File: config.mk
export PLATFORM = sky130hd
export DESIGN_NAME = encoder_8to3
export DESIGN_NICKNAME = d
export VERILOG_FILES = /design/src/rtl/encoder_pkg.sv /design/src/rtl/encoder_8to3_core.sv /design/src/rtl/encoder_8to3.sv
export SDC_FILE = /design/constraint.sdc
export NUM_CORES = 1
export LEC_CHECK = 0
export CORE_AREA = 2 2 39 41
export DETAILED_ROUTE_END_ITERATION = 12
export DIE_AREA = 0 0 41 43
export PLACE_DENSITY = 0.58
export SLEW_MARGIN = 20
export SYNTH_ARGS = -nofsm -noshare
export SYNTH_HDL_FRONTEND = slang
export SYNTH_HIERARCHICAL = 1
export SYNTH_SLANG_ARGS = --single-unit
File: constraint.sdc
create_clock -name clk -period 0.8 [get_ports clk]
set_clock_uncertainty 0.15 [all_clocks]
set_input_delay 0.08 -clock clk [delete_from_list [all_inputs] [get_ports clk]]
set_output_delay 0.08 -clock clk [all_outputs]
set_load 0.02 [all_outputs]
File: src/rtl/encoder_pkg.sv
// Shared widths, reset values and helpers for the 8-to-3 priority encoder.
// The index mask helper lets the core build each y bit as an OR of winners.
package encoder_pkg;

  localparam int IN_W  = 8;
  localparam int OUT_W = 3;

  localparam logic [OUT_W-1:0] Y_RST     = '0;
  localparam logic             VALID_RST = 1'b0;
  localparam logic             MULTI_RST = 1'b0;

  typedef struct packed {
    logic [OUT_W-1:0] y;
    logic             valid;
    logic             multi;
  } enc_out_t;

  localparam enc_out_t ENC_RST = '{y: Y_RST, valid: VALID_RST, multi: MULTI_RST};

  // Bit i of the mask is set when bit b of the index i is set.
  function automatic logic [IN_W-1:0] idx_mask(input int b);
    logic [IN_W-1:0] m;
    m = '0;
    for (int i = 0; i < IN_W; i++) begin
      m[i] = i[b];
    end
    return m;
  endfunction

endpackage

File: src/rtl/encoder_8to3_core.sv
// Combinational priority encode of d: one-hot winner select, index OR-tree,
// and a direction-independent multi-hot flag.
module encoder_8to3_core
  import encoder_pkg::*;
#(
  parameter bit MSB_PRIORITY = 1'b1
) (
  input  logic [IN_W-1:0]  d,
  input  logic             enable,
  output logic [OUT_W-1:0] y,
  output logic             valid,
  output logic             multi
);

  logic [IN_W-1:0]  win;
  logic [OUT_W-1:0] y_raw;

  // The last matching bit scanned wins, so scan order sets the priority.
  always_comb begin
    win = '0;
    if (MSB_PRIORITY) begin
      for (int i = 0; i < IN_W; i++) begin
        if (d[i]) win = IN_W'(1) << i;
      end
    end else begin
      for (int i = IN_W - 1; i >= 0; i--) begin
        if (d[i]) win = IN_W'(1) << i;
      end
    end
  end

  genvar gi;
  generate
    for (gi = 0; gi < OUT_W; gi++) begin : g_y
      assign y_raw[gi] = |(win & idx_mask(gi));
    end
  endgenerate

  always_comb begin
    y     = Y_RST;
    valid = VALID_RST;
    multi = MULTI_RST;
    if (enable) begin
      y     = y_raw;
      valid = |d;
      multi = |(d & (d - IN_W'(1)));
    end
  end

endmodule

File: src/rtl/encoder_8to3.sv
// 8-to-3 priority encoder top: core encode plus an optional output register
// cleared asynchronously by rst_n.
module encoder_8to3
  import encoder_pkg::*;
#(
  parameter bit MSB_PRIORITY = 1'b1,
  parameter bit REG_OUT      = 1'b1
) (
  input  logic             clk,
  input  logic             rst_n,
  input  logic [IN_W-1:0]  d,
  input  logic             enable,
  output logic [OUT_W-1:0] y,
  output logic             valid,
  output logic             multi
);

  enc_out_t out_next;
  enc_out_t out_cur;

  encoder_8to3_core #(
    .MSB_PRIORITY(MSB_PRIORITY)
  ) u_core (
    .d      (d),
    .enable (enable),
    .y      (out_next.y),
    .valid  (out_next.valid),
    .multi  (out_next.multi)
  );

  generate
    if (REG_OUT) begin : g_reg
      enc_out_t out_reg;

      always_ff @(posedge clk or negedge rst_n) begin
        if (!rst_n) begin
          out_reg <= ENC_RST;
        end else begin
          out_reg <= out_next;
        end
      end

      assign out_cur = out_reg;
    end else begin : g_comb
      // Reset still forces the idle value even without a register.
      assign out_cur = rst_n ? out_next : ENC_RST;
    end
  endgenerate

  assign y     = out_cur.y;
  assign valid = out_cur.valid;
  assign multi = out_cur.multi;

endmodule

==> run_results.csv <==
group,metric,value,unit
route,drtAntennaViolNets,0,
floorplan,dieArea,0.00176,sq mm
synth,ys_seq_area_frac,0.467,
route,num_vias,288,
setup_path,cp-endpoint,"y[0]",
finish,stdcell_count,69,
run,cap_violations,0,
floorplan,ios,16,
setup_path,cpLargestDelayFamily,"flip-flops",
route,viasPerCell,4.17,
synth,ys_types,18,
sta,worst_pin_slew,0.222,ns
setup_path,worstSetupPathType,"reg -> out",
grt,grt.total_usage,0.0954,
route,firstDrtPassIters,2,
setup_path,worstPathCellList,"buf_6",
setup_path,cp.depth,1,
finish,multi_input_area,166,sq um
sta,whs,-0.0836,ns
finish,regArea,125,sq um
synth,mappedNetlistArea,268,sq um
synth,synth_cells,27,
setup_path,endpoint_kind,"primary output",
setup_path,critPathMaxFanout,1,
sta,finalHoldViolCount,5,
grt,first_global_vias,290,
finish,layout_common_cells,"buf_4, buf_6, dfrtp_1",
synth,yosysWarnings,6,
finish,area_delta_synth_final,104,%
route,drc,0,
sta,post-route-period-util,1.20,
clock_tree,root_buffer,"clkbuf_4",
status,status,"finished, violations left",
clock_tree,clock_sinks,5,
clock_tree,cts_htree_levels,1,
setup_path,crit_required,0.57,ns
placement,hpwlAfterDp,537,um
power,power_density,1380,mW/mm^2
synth,syn_nets,38,
floorplan,initial_core_util,0.193,
setup_path,cp_slowest_stage_delay,0.37,ns
floorplan,core_area,0.00138,sq mm
status,violations,"negative hold slack, negative setup slack",
route,wl_per_cell,9.42,um
floorplan,die_h,43,um
route,wl,650,um
placement,gp_congestion,0.705,
setup_path,critPathBufInv,1,
synth,avgSynthCellArea,9.92,sq um
power,peakVddDrop,0.383,mV
sta,tns,-0.848,ns
placement,port_buffers,15,
sta,maxSlewHeadroom,0.852,
placement,placedCellCount,64,
synth,synth-seq-cells,5,
sta,max_freq,1040,MHz
grt,antenna_found_initial,0,
setup_path,cp-startpoint,"y[0]$_DFF_PN0_",
min_path,min_path_type,"in -> async",
power,leakage,0.245,nW
grt,grt_max_degree,6,
setup_path,critical_path_arrival,0.73,ns
finish,drive_above_1_share,0.528,
sta,fin_crit,0.959,ns
clock_tree,cts_buffer_depth,2,
sta,fin_ws,-0.159,ns
setup_path,start_kind,"register",
setup_path,slowest_stage,"dfrtp_1",
grt,grt_pass1_wl,1130,um
finish,antenna_cells,0,
clock_tree,clk_pin_slew_worst_paths,0.04,ns
sta,rsz0062_at_grt,"yes",
placement,dp_slack,-0.784,ns
clock_tree,cts_tree,"done",
grt,grt_overflow,0,
finish,nets,65,
clock_tree,cts_buffers,3,
floorplan,rows,14,
route,drt_iter0_drc,4,
floorplan,die_x,41,um
finish,n_fill_cell,147,
sta,final_max_slew_viol_count,0,
sta,setup_violations,6,
## power by group
group | leakage, nW | switching [W] | internal, W
clock | 0.0150 | 0.0000869 | 0.000187
sequential | 0.0599 | 0.00000672 | 0.000270
combinational | 0.170 | 0.0000875 | 0.000116
## through the flow
step            util  hold slack, ns  area, sq um  total power [W]
5_1_grt        0.394         -0.0766          546         0.000812
4_1_cts        0.388         -0.0835          537         0.000769
3_3_place_gp   0.354           0.159          490         0.000468
2_1_floorplan      -          -0.366          275         0.000340
6_report       0.394         -0.0836          546         0.000754
3_5_place_dp   0.354           0.167          490         0.000470
## area by class of cell
class	instances	share of cell area
flip-flops and latches	5	0.229
clock buffers	4	0.0482
inverters	1	0.00688
repair buffers	22	0.374
well taps	16	0.0367
multi-input cells	21	0.305
## cell usage after synthesis
cell type  count  share of area
a21boi_0       1          0.028
a21oi_1        4          0.075
and2b_2        1          0.033
dfrtp_1        5           0.47
inv_1          1          0.014
maj3_1         1          0.037
nor2_1         3          0.042
nor2b_1        1          0.023
nor3_1         1          0.019
nor4_1         1          0.023
o21a_1         1          0.028
o21ai_0        1          0.019
o21ai_1        1          0.019
o21bai_1       1          0.028
o31a_1         1          0.033
o31ai_2        1          0.047
or3_1          1          0.023
or3_4          1          0.042
## layer usage
| metal | GRT usage | up-vias | wire length [um] |
|---|---|---|---|
| met4 | 0.0600 | 0 | 0 |
| met1 | 0.106 | 122 | 263 |
| met3 | 0.0314 | 0 | 55 |
| li1 | - | 153 | - |
| met5 | 0 | - | 0 |
| met2 | 0.147 | 13 | 330 |
## registers in the layout, indices dropped and copies added, names as in the netlist
| register | flops |
|---|---|
| y | 3 |
| valid | 1 |
| multi | 1 |
## cells by family after synthesis
| kind of cell | Yosys count | synth area share |
|---|---|---|
| and+or+nand+nor | 9 | 0.206 |
| buffers and inverters | 1 | 0.0140 |
| AOI/OAI and AO/OA | 11 | 0.276 |
| DFF | 5 | 0.467 |
| adders and majority gates | 1 | 0.0374 |
## worst min path at each step
stage | from | endpoint
floorplan | rst_n | multi$_DFF_PN0_
global placement | rst_n | multi$_DFF_PN0_
detailed placement | rst_n | y[0]$_DFF_PN0_
CTS | rst_n | y[0]$_DFF_PN0_
global route | rst_n | y[1]$_DFF_PN0_
finish | rst_n | y[1]$_DFF_PN0_
## what timing repair did
item                                    in CTS  in global routing
endpoints found under the setup margin      10                  9
buffers inserted                             1                  0
pin swaps                                    7                  7
hold endpoints to repair                     5                  5
gates resized for setup                     72                  2
No activity file was read; power rests on OpenSTA's default activity.
==> RTL edit 1: new RTL, same settings <==
`MSB_PRIORITY` is set to 1'b1 in 2 places; all go to 1'b0.
--- a/src/rtl/encoder_8to3_core.sv
+++ b/src/rtl/encoder_8to3_core.sv
@@ -3,7 +3,7 @@
 module encoder_8to3_core
   import encoder_pkg::*;
 #(
-  parameter bit MSB_PRIORITY = 1'b1
+  parameter bit MSB_PRIORITY = 1'b0
 ) (
   input  logic [IN_W-1:0]  d,
   input  logic             enable,
--- a/src/rtl/encoder_8to3.sv
+++ b/src/rtl/encoder_8to3.sv
@@ -3,7 +3,7 @@
 module encoder_8to3
   import encoder_pkg::*;
 #(
-  parameter bit MSB_PRIORITY = 1'b1,
+  parameter bit MSB_PRIORITY = 1'b0,
   parameter bit REG_OUT      = 1'b1
 ) (
   input  logic             clk,
Behaviour: not the same (a bounded check fails within 4 cycles, from zero or initial values and one cycle with rst_n low).
==> RTL edit 1 against the original RTL <==
  * The flow still finishes with violations (negative hold slack, negative setup slack)
  * Power increased by 3.5%
  * Hold slack lost 0.012 ns
  * Clock power rose by 5%
  * Global-route usage increased by 3.2 points
  * Combinational power is 9% higher
  * Sequential cell count did not move
  * Setup slack worse by 0.012 ns
  * Via count rose by 30%
  * Synthesized area increased by 5.1%
  * Wire length increased by 41%
  * Critical path depth unchanged
  * Cell area up 12%
  * Largest cell class is now multi-input combinational cells
  * Largest power group is now clock
==> RTL edit 1: results (changes against the original RTL) <==
stage;metric;value;unit;change
route;total number of vias;374;;was 288
final_layout;fillers;149;;was 147
sta;Hold Vio Cnt, Final;6;;was 5
sta;final hold slack;-0.0956;ns;was -0.0836 ns
power_and_ir_drop;Psw;212;µW;was 181 µW
status;violated checks;negative hold slack, negative setup slack;;unchanged
placement;RePlAce Congestion;0.813;;was 0.705
route;Initial DRC Count;1;;was 4
synthesis;Adder-Cell Fraction of Synth Area;0;%;was 3.74%
placement;Placement Setup Slack;-0.715;ns;was -0.784 ns
power_and_ir_drop;Sequential Power;269;µW;was 276 µW
placement;dpl hpwl;646;µm;was 537 µm
worst_setup_path;Critical Path Sink;y[2];;was y[0]
global_route;vias in the first global route;355;;was 290
sta;Setup WS post-layout;-0.171;ns;was -0.159 ns
global_route;grt met2 use;21.6;%;was 14.7%
synthesis;most frequent cells after synthesis;7 x nor2_1, 5 x dfrtp_1, 3 x a21oi_1;;was 5 x dfrtp_1, 4 x a21oi_1, 3 x nor2_1
route;Vias per Instance;4.92;;was 4.17
worst_setup_path;Worst Setup SP;y[2]$_DFF_PN0_;;was y[0]$_DFF_PN0_
synthesis;syn nets;43;;was 38
route;Initial DRT Pass Iterations;4;;was 2
sta;Finish-stage setup viols;6;;unchanged
power_and_ir_drop;Switching Share;27.1;%;was 24.0%
power_and_ir_drop;combinational power share;28.5;%;was 27.0%
route;met3 wire length;50;µm;was 55 µm
route;M1 WL;342;µm;was 263 µm
synthesis;Synth Area in Compound Gates;26.2;%;was 27.6%
global_route;global-route wire length before repair;1.48;mm;was 1.13 mm
synthesis;post-synthesis cell count;32;;was 27
sta;Worst Tran Pin Value;0.286;ns;was 0.222 ns
power_and_ir_drop;Lkg Pwr;0.260;nW;was 0.245 nW
synthesis;post-synthesis sequential area ratio;44.4;%;was 46.7%
final_layout;nets@finish;72;;was 65
sta;setup total negative slack;-0.854;ns;was -0.848 ns
synthesis;Synth area leaders;dfrtp_1 44%, nor2_1 9.3%, a21oi_1 5.3%, o211ai_1 5.3%, a31oi_1 4.4%;;was dfrtp_1 47%, a21oi_1 7.5%, o31ai_2 4.7%, nor2_1 4.2%, or3_4 4.2%
status;outcome;finished, violations left;;unchanged
final_layout;P&R area growth vs syn;118;%;was 104%
route;Met2 Wirelength;510;µm;was 330 µm
placement;cell count after placement;71;;was 64
==> RTL edit 1: layout make-up <==
cell class	count	area share, %
Clock buffer	4	4.29
Sequential cell	5	20.4
Timing Repair Buffer	24	35.5
Tap cell	16	3.27
Multi-Input combinational cell	26	35.9
Inverter	1	0.612
==> RTL edit 1: how the worst min path moves through the flow <==
stage,start,endpoint,depth (start not counted)
6_report,rst_n,y[2]$_DFF_PN0_,1
5_1_grt,rst_n,y[2]$_DFF_PN0_,1
4_1_cts,rst_n,y[2]$_DFF_PN0_,1
3_5_place_dp,rst_n,y[0]$_DFF_PN0_,1
3_3_place_gp,rst_n,y[0]$_DFF_PN0_,1
2_1_floorplan,rst_n,multi$_DFF_PN0_,0
==> RTL edit 1: repair_timing <==
item / CTS / global route
setup buffers: 0 / 1
gates resized for setup: 78 / 10
endpoints found under the hold margin: 7 / 7
pin swaps: 9 / 7
endpoints found under the setup margin: 10 / 9
==> RTL edit 2: new RTL, same flow settings <==
Without the edit above. Make the reset (`rst_n`) synchronous in one clocked block. Comments in the files are not updated.
--- a/src/rtl/encoder_8to3.sv
+++ b/src/rtl/encoder_8to3.sv
@@ -32,7 +32,7 @@
     if (REG_OUT) begin : g_reg
       enc_out_t out_reg;
 
-      always_ff @(posedge clk or negedge rst_n) begin
+      always_ff @(posedge clk) begin
         if (!rst_n) begin
           out_reg <= ENC_RST;
         end else begin
Function: differs if rst_n is asserted again (counterexample within 4 cycles, from zero or initial values and one cycle with rst_n low); with rst_n held inactive, the same outputs for 10 cycles.
==> RTL edit 2 against the original RTL <==
  * The run ends with negative setup slack left
  * Sequential cell count did not move
  * Power rose by 2.9%
  * Cell area rose by 7.6%
  * Clock power rose by 5%
  * First-iteration DRC count fell by 25%
  * Utilization rose by 3.0 points
  * Setup slack got worse by 0.029 ns
  * Synthesized area rose by 2.3%
  * Wire length rose by 8.5%
  * Critical endpoint is now multi$_SDFF_PN0_
  * Highest routed layer unchanged
==> RTL edit 2: results (changes against the original RTL) <==
stage;metric;value;unit;change
sta;Setup WS post-layout;-0.188;ns;was -0.159 ns
route;M1 WL;237;µm;was 263 µm
global_route;Tot GR Track Use;9.72;%;was 9.54%
route;Initial DRT Pass Iterations;3;;was 2
synthesis;dominant synthesized flop cell;dfxtp_1;;was dfrtp_1
route;highest metal used;met3;;unchanged
route;total number of vias;323;;was 288
sta;Finish-stage setup viols;10;;was 6
placement;dpl hpwl;515;µm;was 537 µm
synthesis;most frequent cells after synthesis;5 x and2_1, 5 x dfxtp_1, 4 x a21oi_1;;was 5 x dfrtp_1, 4 x a21oi_1, 3 x nor2_1
worst_setup_path;cell family with most CP delay;simple AND/OR/NAND/NOR gates;;was flip-flops
global_route;initial antenna violation count;0;;unchanged
final_layout;max reg flops;3;;unchanged
clocking;CTS Buf Count;3;;unchanged
power_and_ir_drop;Lkg Pwr;0.248;nW;was 0.245 nW
synthesis;post-synthesis sequential area ratio;36.5;%;was 46.7%
global_route;grt met2 use;14.7;%;unchanged
final_layout;diodes inserted;0;;unchanged
status;outcome;finished, violations left;;unchanged
global_route;met1 GRT Util;8.95;%;was 10.6%
clocking;CTS Buffer Depth;2;;unchanged
clocking;CTS root buffer;clkbuf_4;;unchanged
global_route;met3 GRT Util;3.66;%;was 3.14%
route;Initial DRC Count;3;;was 4
route;Met2 Wirelength;401;µm;was 330 µm
status;violated checks;negative setup slack;;was negative hold slack, negative setup slack
clocking;htree depth;1;;unchanged
route;Detail Route Antenna Nets;0;;unchanged
global_route;vias in the first global route;295;;was 290
route;met3 wire length;66;µm;was 55 µm
synthesis;library cells used by synthesis;19;;was 18
worst_setup_path;worst-path maximum fanout;4;;was 1
clocking;clock-pin slew on the worst setup and hold paths;0.04;ns;about the same
final_layout;share of cells above drive strength 1;58.6;%;was 52.8%
global_route;global-route wire length before repair;1.10;mm;was 1.13 mm
min_path;Tightest Hold Check Type;in2reg;;was in2async
power_and_ir_drop;worst-case vdd ir drop;0.292;mV;was 0.383 mV
power_and_ir_drop;Int Power;584;µW;was 573 µW
worst_setup_path;CP arrival;0.97;ns;was 0.73 ns
sta;Worst Tran Pin Value;0.207;ns;was 0.222 ns
synthesis;ys async rst share;0;%;was 100%
placement;Port Buf Inserts;15;;unchanged
placement;RePlAce Congestion;0.769;;was 0.705
final_layout;nets@finish;70;;was 65
placement;Placement Setup Slack;-0.921;ns;was -0.784 ns
global_route;largest net degree at the start of global routing;6;;unchanged
worst_setup_path;Worst path max stage delay;0.38;ns;
synthesis;Synth area leaders;dfxtp_1 37%, and2_1 11%, a21oi_1 7.3%, o31ai_2 4.6%, nor2_1 4.1%;;was dfrtp_1 47%, a21oi_1 7.5%, o31ai_2 4.7%, nor2_1 4.2%, or3_4 4.2%
route;routed len/inst;9.53;µm;was 9.42 µm
synthesis;YS warnings;6;;unchanged
worst_setup_path;Slowest cell on crit path;or3_4;;was dfrtp_1
synthesis;syn nets;43;;was 38
final_layout;fillers;151;;was 147
## RTL edit 2: worst paths after layout
kind	start	endpoint	slack, ns	cells after the start
max	d[1]	multi$_SDFF_PN0_	-0.19	5
min	d[7]	y[0]$_SDFF_PN0_	0.14	4
## RTL edit 2: layout make-up
| class | instances | share of cell area [%] |
|---|---|---|
| repair buffers | 22 | 37.7 |
| multi-input cells | 26 | 35.8 |
| flip-flops and latches | 5 | 17.9 |
| clock buffers | 4 | 4.48 |
| well taps | 16 | 3.41 |
| inverters | 1 | 0.640 |
## RTL edit 2: power groups by stage
| stage | Combinational, mW | Sequential [mW] | Clock [mW] |
|---|---|---|---|
| after floorplan | 0.0507 | 0.290 | 0 |
| after global placement | 0.192 | 0.271 | 0 |
| after detailed placement | 0.192 | 0.272 | 0 |
| after CTS | 0.209 | 0.273 | 0.304 |
| after global routing | 0.234 | 0.273 | 0.335 |
| final | 0.216 | 0.273 | 0.288 |
## RTL edit 2: metrics by stage
stage / total power, mW / setup TNS [ns] / util, % / area [µm²] / std cells
global route: 0.841 / -1.18 / 42.4 / 587 / 74
floorplan: 0.341 / -0.940 / - / 284 / 32
detailed placement: 0.464 / -5.37 / 36.1 / 499 / 69
global placement: 0.463 / -5.32 / 36.1 / 499 / 69
CTS: 0.786 / -1.03 / 41.3 / 572 / 74
finish: 0.776 / -0.934 / 42.4 / 587 / 74
## RTL edit 2: logic make-up after synthesis
| group | after synthesis | synth area share [%] |
|---|---|---|
| and+or+nand+nor | 14 | 31.5 |
| AOI/OAI and AO/OA | 11 | 26.9 |
| DFF | 5 | 36.5 |
| buffers and inverters | 1 | 1.37 |
| adders and majority gates | 1 | 3.65 |
## RTL edit 2: repair_timing
action                     in CTS  in global routing
setup endpoints to repair      10                 10
setup buffers                   1                  0
gates resized for setup        80                  3
pin swaps                      10                  9
